### config.mk
export PLATFORM = sky130hd
export DESIGN_NAME = uart_rx_ctrl_flat
export DESIGN_NICKNAME = d
export VERILOG_FILES = /design/src/rtl/uart_pkg.sv /design/src/rtl/uart_rx_ctrl_if.sv /design/src/rtl/sync_fifo.sv /design/src/rtl/uart_rx_ctrl.sv /design/src/flat_wrapper.sv
export SDC_FILE = /design/constraint.sdc
export NUM_CORES = 1
export LEC_CHECK = 0
export ABC_CLOCK_PERIOD_IN_PS = 9350
export BUFFER_PORTS_ARGS = -buffer_cell sky130_fd_sc_hd__buf_2
export CAP_MARGIN = 20
export CORE_MARGIN = 8
export CORE_UTILIZATION = 30
export CTS_CLUSTER_SIZE = 24
export DETAILED_ROUTE_END_ITERATION = 6
export GPL_TIMING_DRIVEN = 0
export SLEW_MARGIN = 20
export SYNTH_ARGS = -nofsm -noshare
export SYNTH_HDL_FRONTEND = slang
export SYNTH_HIERARCHICAL = 1
export SYNTH_SLANG_ARGS = --single-unit
### constraint.sdc
create_clock -name clk -period 9.35 [get_ports clk]
set_input_delay 0.935 -clock clk [delete_from_list [all_inputs] [get_ports clk]]
set_output_delay 0.935 -clock clk [all_outputs]
set_load 0.05 [all_outputs]
### src/rtl/uart_pkg.sv
// Shared definitions for the UART receive controller: register offsets,
// STATUS/CTRL bit positions, bus geometry and the default character width.
package uart_pkg;

  localparam int PAYLOAD_BITS_DEFAULT = 8;
  localparam int BUS_AW = 4;
  localparam int BUS_DW = 32;

  // Byte offsets of the four registers.
  localparam logic [BUS_AW-1:0] OFS_DATA   = 4'h0;
  localparam logic [BUS_AW-1:0] OFS_STATUS = 4'h4;
  localparam logic [BUS_AW-1:0] OFS_CTRL   = 4'h8;
  localparam logic [BUS_AW-1:0] OFS_RSVD   = 4'hC;

  // Register select, taken from address bits [3:2].
  typedef enum logic [1:0] {
    REG_DATA   = 2'd0,
    REG_STATUS = 2'd1,
    REG_CTRL   = 2'd2,
    REG_RSVD   = 2'd3
  } reg_sel_e;

  // STATUS bit positions.
  localparam int ST_NOT_EMPTY = 0;
  localparam int ST_FULL      = 1;
  localparam int ST_OVERRUN   = 2;
  localparam int ST_BREAK     = 3;
  localparam int ST_LEVEL_LSB = 8;

  // CTRL bit positions.
  localparam int CTRL_RX_ENABLE  = 0;
  localparam int CTRL_IRQ_ENABLE = 1;
  localparam int CTRL_FLUSH      = 2;

  // Width of an occupancy count able to hold 0..depth inclusive.
  function automatic int level_width(input int depth);
    return $clog2(depth) + 1;
  endfunction

endpackage

### src/rtl/uart_rx_ctrl_if.sv
// Single-cycle request / registered-acknowledge register bus of the
// UART receive controller.
interface uart_rx_ctrl_if;
  import uart_pkg::*;

  logic              bus_req;
  logic              bus_we;
  logic [BUS_AW-1:0] bus_addr;
  logic [BUS_DW-1:0] bus_wdata;
  logic [BUS_DW-1:0] bus_rdata;
  logic              bus_ack;

  modport master (
    output bus_req, bus_we, bus_addr, bus_wdata,
    input  bus_rdata, bus_ack
  );

  modport slave (
    input  bus_req, bus_we, bus_addr, bus_wdata,
    output bus_rdata, bus_ack
  );

endinterface

### src/rtl/sync_fifo.sv
// Synchronous FIFO with simultaneous push/pop (also when full), flush with
// priority over both, and an occupancy count covering 0..DEPTH.
// DEPTH must be a power of two so the pointers wrap naturally.
module sync_fifo #(
  parameter int WIDTH = 8,
  parameter int DEPTH = 16
) (
  input  logic                     clk,
  input  logic                     rst_n,
  input  logic                     push,
  input  logic                     pop,
  input  logic                     flush,
  input  logic [WIDTH-1:0]         wdata,
  output logic [WIDTH-1:0]         head,
  output logic                     full,
  output logic                     empty,
  output logic [$clog2(DEPTH):0]   level
);

  localparam int AW = $clog2(DEPTH);
  localparam logic [AW:0] FULL_LEVEL = (AW+1)'(DEPTH);

  logic [WIDTH-1:0] mem_q [DEPTH];
  logic [AW-1:0]    wr_ptr_d, wr_ptr_q;
  logic [AW-1:0]    rd_ptr_d, rd_ptr_q;
  logic [AW:0]      level_d, level_q;
  logic             do_push_s, do_pop_s;

  // Accept/reject each request and compute next pointers and occupancy.
  always_comb begin
    do_pop_s  = pop & ~empty & ~flush;
    do_push_s = push & (~full | do_pop_s) & ~flush;
    wr_ptr_d  = wr_ptr_q;
    rd_ptr_d  = rd_ptr_q;
    level_d   = level_q;
    if (flush) begin
      wr_ptr_d = {AW{1'b0}};
      rd_ptr_d = {AW{1'b0}};
      level_d  = {(AW+1){1'b0}};
    end else begin
      if (do_push_s) wr_ptr_d = wr_ptr_q + 1'b1;
      else           wr_ptr_d = wr_ptr_q;
      if (do_pop_s)  rd_ptr_d = rd_ptr_q + 1'b1;
      else           rd_ptr_d = rd_ptr_q;
      case ({do_push_s, do_pop_s})
        2'b10:   level_d = level_q + 1'b1;
        2'b01:   level_d = level_q - 1'b1;
        default: level_d = level_q;
      endcase
    end
  end

  // Pointer and occupancy registers, cleared by reset.
  always_ff @(posedge clk) begin
    if (!rst_n) begin
      wr_ptr_q <= {AW{1'b0}};
      rd_ptr_q <= {AW{1'b0}};
      level_q  <= {(AW+1){1'b0}};
    end else begin
      wr_ptr_q <= wr_ptr_d;
      rd_ptr_q <= rd_ptr_d;
      level_q  <= level_d;
    end
  end

  // Storage array; contents are don't-care until written, so no reset.
  always_ff @(posedge clk) begin
    if (do_push_s) begin
      mem_q[wr_ptr_q] <= wdata;
    end
  end

  assign head  = mem_q[rd_ptr_q];
  assign full  = (level_q == FULL_LEVEL);
  assign empty = (level_q == {(AW+1){1'b0}});
  assign level = level_q;

endmodule

### src/rtl/uart_rx_ctrl.sv
// UART receive controller: buffers received characters in a FIFO and
// exposes DATA/STATUS/CTRL registers, sticky overrun/break flags and a
// level interrupt on a simple request/acknowledge bus.
module uart_rx_ctrl
  import uart_pkg::*;
#(
  parameter int PAYLOAD_BITS = PAYLOAD_BITS_DEFAULT,
  parameter int FIFO_DEPTH   = 16
) (
  input  logic                    clk,
  input  logic                    rst_n,
  input  logic                    rx_valid,
  input  logic [PAYLOAD_BITS-1:0] rx_data,
  input  logic                    rx_break,
  output logic                    rx_en,
  uart_rx_ctrl_if.slave           bus,
  output logic                    irq
);

  localparam int LW = level_width(FIFO_DEPTH);

  reg_sel_e                reg_sel_s;
  logic                    rd_s, wr_s, ctrl_wr_s;
  logic                    pop_s, push_s, flush_s;
  logic                    ovr_evt_s, brk_evt_s, ovr_clr_s, brk_clr_s;
  logic                    fifo_full_s, fifo_empty_s;
  logic [PAYLOAD_BITS-1:0] fifo_head_s;
  logic [LW-1:0]           fifo_level_s;
  logic [BUS_DW-1:0]       status_s;
  logic [BUS_DW-1:0]       rdata_d, rdata_q;
  logic                    rx_en_d, rx_en_q;
  logic                    irq_en_d, irq_en_q;
  logic                    ovr_d, ovr_q;
  logic                    brk_d, brk_q;
  logic                    ack_d, ack_q;
  logic                    irq_d, irq_q;
  logic                    unused_s;

  // Address bits [1:0] and the upper write-data bits carry no meaning here.
  assign unused_s = ^{bus.bus_addr[1:0], bus.bus_wdata[BUS_DW-1:4]};

  sync_fifo #(
    .WIDTH (PAYLOAD_BITS),
    .DEPTH (FIFO_DEPTH)
  ) u_fifo (
    .clk   (clk),
    .rst_n (rst_n),
    .push  (push_s),
    .pop   (pop_s),
    .flush (flush_s),
    .wdata (rx_data),
    .head  (fifo_head_s),
    .full  (fifo_full_s),
    .empty (fifo_empty_s),
    .level (fifo_level_s)
  );

  // Decode the bus access and the receiver events for this cycle.
  always_comb begin
    reg_sel_s = reg_sel_e'(bus.bus_addr[3:2]);
    rd_s      = bus.bus_req & ~bus.bus_we;
    wr_s      = bus.bus_req & bus.bus_we;
    ctrl_wr_s = wr_s & (reg_sel_s == REG_CTRL);
    pop_s     = rd_s & (reg_sel_s == REG_DATA);
    flush_s   = ctrl_wr_s & bus.bus_wdata[CTRL_FLUSH];
    ovr_clr_s = wr_s & (reg_sel_s == REG_STATUS) & bus.bus_wdata[ST_OVERRUN];
    brk_clr_s = wr_s & (reg_sel_s == REG_STATUS) & bus.bus_wdata[ST_BREAK];
    push_s    = rx_valid & ~rx_break & rx_en_q;
    brk_evt_s = rx_valid & rx_break & rx_en_q;
    // A full FIFO still takes the character if a pop frees a slot this cycle;
    // a character arriving with a flush is discarded silently.
    ovr_evt_s = push_s & fifo_full_s & ~pop_s & ~flush_s;
  end

  // Next state of CTRL, sticky flags (set beats clear), ack and irq.
  always_comb begin
    if (ctrl_wr_s) begin
      rx_en_d  = bus.bus_wdata[CTRL_RX_ENABLE];
      irq_en_d = bus.bus_wdata[CTRL_IRQ_ENABLE];
    end else begin
      rx_en_d  = rx_en_q;
      irq_en_d = irq_en_q;
    end
    if (ovr_evt_s)      ovr_d = 1'b1;
    else if (ovr_clr_s) ovr_d = 1'b0;
    else                ovr_d = ovr_q;
    if (brk_evt_s)      brk_d = 1'b1;
    else if (brk_clr_s) brk_d = 1'b0;
    else                brk_d = brk_q;
    ack_d = bus.bus_req;
    irq_d = irq_en_q & (~fifo_empty_s | ovr_q | brk_q);
  end

  // Assemble STATUS and select the read data returned with the ack.
  always_comb begin
    status_s                         = {BUS_DW{1'b0}};
    status_s[ST_NOT_EMPTY]           = ~fifo_empty_s;
    status_s[ST_FULL]                = fifo_full_s;
    status_s[ST_OVERRUN]             = ovr_q;
    status_s[ST_BREAK]               = brk_q;
    status_s[ST_LEVEL_LSB +: LW]     = fifo_level_s;
    rdata_d                          = {BUS_DW{1'b0}};
    if (rd_s) begin
      case (reg_sel_s)
        REG_DATA: begin
          if (!fifo_empty_s) rdata_d = BUS_DW'(fifo_head_s);
          else               rdata_d = {BUS_DW{1'b0}};
        end
        REG_STATUS: rdata_d = status_s;
        REG_CTRL: begin
          rdata_d                  = {BUS_DW{1'b0}};
          rdata_d[CTRL_RX_ENABLE]  = rx_en_q;
          rdata_d[CTRL_IRQ_ENABLE] = irq_en_q;
        end
        REG_RSVD: rdata_d = {BUS_DW{1'b0}};
        default:  rdata_d = {BUS_DW{1'b0}};
      endcase
    end else begin
      rdata_d = {BUS_DW{1'b0}};
    end
  end

  // Control, flag and output registers; reset also cancels a pending ack.
  always_ff @(posedge clk) begin
    if (!rst_n) begin
      rx_en_q  <= 1'b0;
      irq_en_q <= 1'b0;
      ovr_q    <= 1'b0;
      brk_q    <= 1'b0;
      ack_q    <= 1'b0;
      rdata_q  <= {BUS_DW{1'b0}};
      irq_q    <= 1'b0;
    end else begin
      rx_en_q  <= rx_en_d;
      irq_en_q <= irq_en_d;
      ovr_q    <= ovr_d;
      brk_q    <= brk_d;
      ack_q    <= ack_d;
      rdata_q  <= rdata_d;
      irq_q    <= irq_d;
    end
  end

  assign rx_en         = rx_en_q;
  assign irq           = irq_q;
  assign bus.bus_ack   = ack_q;
  assign bus.bus_rdata = rdata_q;

endmodule

### src/flat_wrapper.sv
// flat-port wrapper written by rule: the top's interface ports become plain ports
module uart_rx_ctrl_flat import uart_pkg::*;
#(
  parameter int PAYLOAD_BITS = PAYLOAD_BITS_DEFAULT,
  parameter int FIFO_DEPTH   = 16
)
  (clk, rst_n, rx_valid, rx_data, rx_break, rx_en, irq, bus_bus_req, bus_bus_we, bus_bus_addr, bus_bus_wdata, bus_bus_rdata, bus_bus_ack);
  uart_rx_ctrl_if bus_i ();
  input  logic clk;
  input  logic rst_n;
  input  logic rx_valid;
  input  logic [PAYLOAD_BITS-1:0] rx_data;
  input  logic rx_break;
  output logic rx_en;
  output logic irq;
  input wire logic [$bits(bus_i.bus_req)-1:0] bus_bus_req;
  input wire logic [$bits(bus_i.bus_we)-1:0] bus_bus_we;
  input wire logic [$bits(bus_i.bus_addr)-1:0] bus_bus_addr;
  input wire logic [$bits(bus_i.bus_wdata)-1:0] bus_bus_wdata;
  output wire logic [$bits(bus_i.bus_rdata)-1:0] bus_bus_rdata;
  output wire logic [$bits(bus_i.bus_ack)-1:0] bus_bus_ack;
  assign bus_i.bus_req = bus_bus_req;
  assign bus_i.bus_we = bus_bus_we;
  assign bus_i.bus_addr = bus_bus_addr;
  assign bus_i.bus_wdata = bus_bus_wdata;
  assign bus_bus_rdata = bus_i.bus_rdata;
  assign bus_bus_ack = bus_i.bus_ack;
  uart_rx_ctrl #(.PAYLOAD_BITS(PAYLOAD_BITS), .FIFO_DEPTH(FIFO_DEPTH)) u_core (.clk(clk), .rst_n(rst_n), .rx_valid(rx_valid), .rx_data(rx_data), .rx_break(rx_break), .rx_en(rx_en), .bus(bus_i), .irq(irq));
endmodule
==> impl_metrics.toml <==
[yosys]
mappedNetlistArea_um2 = 6780
ys_types = 60
syn_inst = 418
synth-edff-count = 128
avgSynthCellArea_um2 = 16.2
synth_largest_area_cell = "edfxtp_1"
yosysSeqAreaShare_pct = 67.4
synth_top_area_share_pct = 56.7
synth_flop_cell = "edfxtp_1"
synth_area_leaders = "edfxtp_1, dfxtp_1, mux4_2, buf_4, a22oi_1"
ys_warn_count = 6
async_flop_share_pct = 0
ys_ff_latch = 164

[route]
wl_met3_um = 772
routed_via_density = 4.86
drc = 0
firstDrtPassIters = 5
vias = 3831
first_iter_violations = 306
top_layer_used = "met4"
drt-total-wl_um = 14500
wl_met1_um = 6330
drtAntennaViolNets = 0
dr_wl_met2_um = 7200
wl_per_cell_um = 18.4

[place]
hpwl_um = 9980
dpl_worst_slack_ns = 5.22
place.port_buffers = 35
placed_cell_area_um2 = 7390
gp_congestion = 0.782

[clocking]
cts_tree = "done"
cts.sinks = 164
numCtsBuffers = 17
cts_setup_buffers = 0
cts_root_buffer = "clkbuf_16"
cts.repair.resized = 0
cts_hold_buf = 0
clk-insertion-delay-late_ns = 0.42
h-tree-depth = 4
cts_max_path_buffers = 2
clkTransAtPathRegs_ns = 0.06

[cells_and_area]
final_common_cell = "edfxtp_1"
drive_gt1_share_pct = 27.6
layout.cells.most_common_list = "edfxtp_1, buf_2, dfxtp_1"
design_area_um2 = 7970
n_antenna_cell = 0
layout.nets = 550
final_util_pct = 35.5
area_growth_pct = 17.6
nFillCells = 2109

[global_routing]
grt_first_pass_wirelength_um = 22900
grt.total_usage_pct = 10.8
grt_pass1_vias = 3945
grt_max_degree = 17
gr-total-overflow = 0
antenna_found_initial = 0

[pwr]
p_per_area_nw_per_um2 = 196
ir_worst_vdd_uv = 137
leakagePower_nw = 2.78

[critical_path]
rrSetupSlack_ns = 6.22
cp_data_required_time_ns = 9.65
crit_fanout = 11
critPathCaptureType = "flip-flop"
arrival_ns = 4.09
critPathKind = "in -> reg"
cp-start-kind = "input pin"

[timing]
period_needed_ns = 3.79
hold_ws_ns = 0.461
max_freq_mhz = 264
skew_ns = 0.00692
drv_slew = 0
tns_ns = 0
worstMarginPinSlew_ns = 0.842
final-setup-viol-count = 0
hold_violations = 0
timing.final.crit_share_pct = 40.5
fin_ws_ns = 5.56
rsz0062_at_grt = "no"
maxSlewHeadroom_pct = 43.6

[floorplanning]
die_area_um2 = 27700
pin_count = 85
core_um2 = 22400
initial_core_util_pct = 30.2
die_y_um = 166
num_rows = 55
die_x_um = 166

[worst_hold_path]
min_path_type = "reg -> reg"

[outcome]
outcome = "complete, no violations"

[flow_run]
cap_violations = 0
-- state kept, by name, indices dropped and copies added, names as in the netlist, named ones only --
name                    count
u_core/u_fifo/mem_q       128
u_core/bus.bus_rdata       13
u_core/bus.bus_ack          1
u_core/u_fifo/rd_ptr_q      4
u_core/ovr_q                1
u_core/brk_q                1
u_core/irq_en_q             1
u_core/u_fifo/level         5
u_core/irq                  1
u_core/rx_en                1
u_core/u_fifo/wr_ptr_q      4
-- through the flow --
| step | power (W) | instances |
|---|---|---|
| after global routing | 0.00161 | 789 |
| after CTS | 0.00157 | 789 |
| final | 0.00156 | 789 |
| after global placement | 0.000891 | 756 |
| after floorplan | 0.000868 | 436 |
| after detailed placement | 0.000893 | 757 |
-- path summary, 6_finish.rpt --
| path | start | to | depth (start not counted) |
|---|---|---|---|
| hold / removal | u_core/irq_en_q | u_core/irq | 2 |
| setup reg to reg | u_core/u_fifo/level[0] | u_core/u_fifo/level[4] | 11 |
| setup / recovery | bus_bus_addr[3] | u_core/u_fifo/level[4] | 14 |
| hold reg to reg | u_core/irq_en_q | u_core/irq | 2 |
-- cell families (layout without fill, tap and decap cells) --
| group | Yosys count | in the layout | synth area share [%] |
|---|---|---|---|
| xor+xnor | 7 | 7 | 0.905 |
| other cells | 1 | 19 | 0.0553 |
| compound gates | 49 | 49 | 5.43 |
| mux | 37 | 37 | 11.4 |
| fa+ha+maj | 9 | 9 | 1.66 |
| flops | 164 | 164 | 67.4 |
| buf+inv | 48 | 116 | 4.23 |
| simple gates | 103 | 103 | 8.99 |
-- where the power goes --
part	leakage (nW)	switching [W]	internal (W)
registers	1.44	0.00000341	0.000787
logic	1.06	0.0000583	0.0000287
clock network	0.277	0.000288	0.000395
total	2.78	0.000350	0.00121
-- cell usage after synthesis (all sizes together) (3+ instances only) --
master  count
xor2        4
a21oi       7
a22oi      18
nand3       9
nor2b       6
or3         3
clkbuf      6
inv         9
dfxtp      36
ha          9
nor2       22
and3        5
nand2      13
xnor2       3
mux2i       5
nor3b       5
mux4       32
o21ai       8
buf        33
edfxtp    128
and2       19
-- layout make-up --
type,instances,area [um^2],area share [%]
clock buffers,17,425,5.34
well taps,285,357,4.47
repair buffers,36,183,2.29
plain buffers,39,253,3.17
clock inverters,15,155,1.95
flip-flops and latches,164,4560,57.3
multi-input cells,224,2000,25.1
inverters,9,33.8,0.424
-- critical path, cell delays in order --
cell     delay (ns)
buf_2          0.14
or4b_1         0.56
inv_1          0.21
inv_1          0.06
a311o_1        0.28
buf_4          0.19
ha_1           0.24
buf_2          0.18
xor2_1         0.15
ha_1           0.21
o21ai_0        0.25
o21ai_0        0.13
a32o_1         0.22
a311o_1        0.33
-- routing by layer --
layer,up-vias,track usage [%]
met5,-,0
met4,0,4.15
met3,19,2.69
met2,119,17.6
met1,1959,13.5
li1,1734,-
Power figures use the tool's default switching activity.
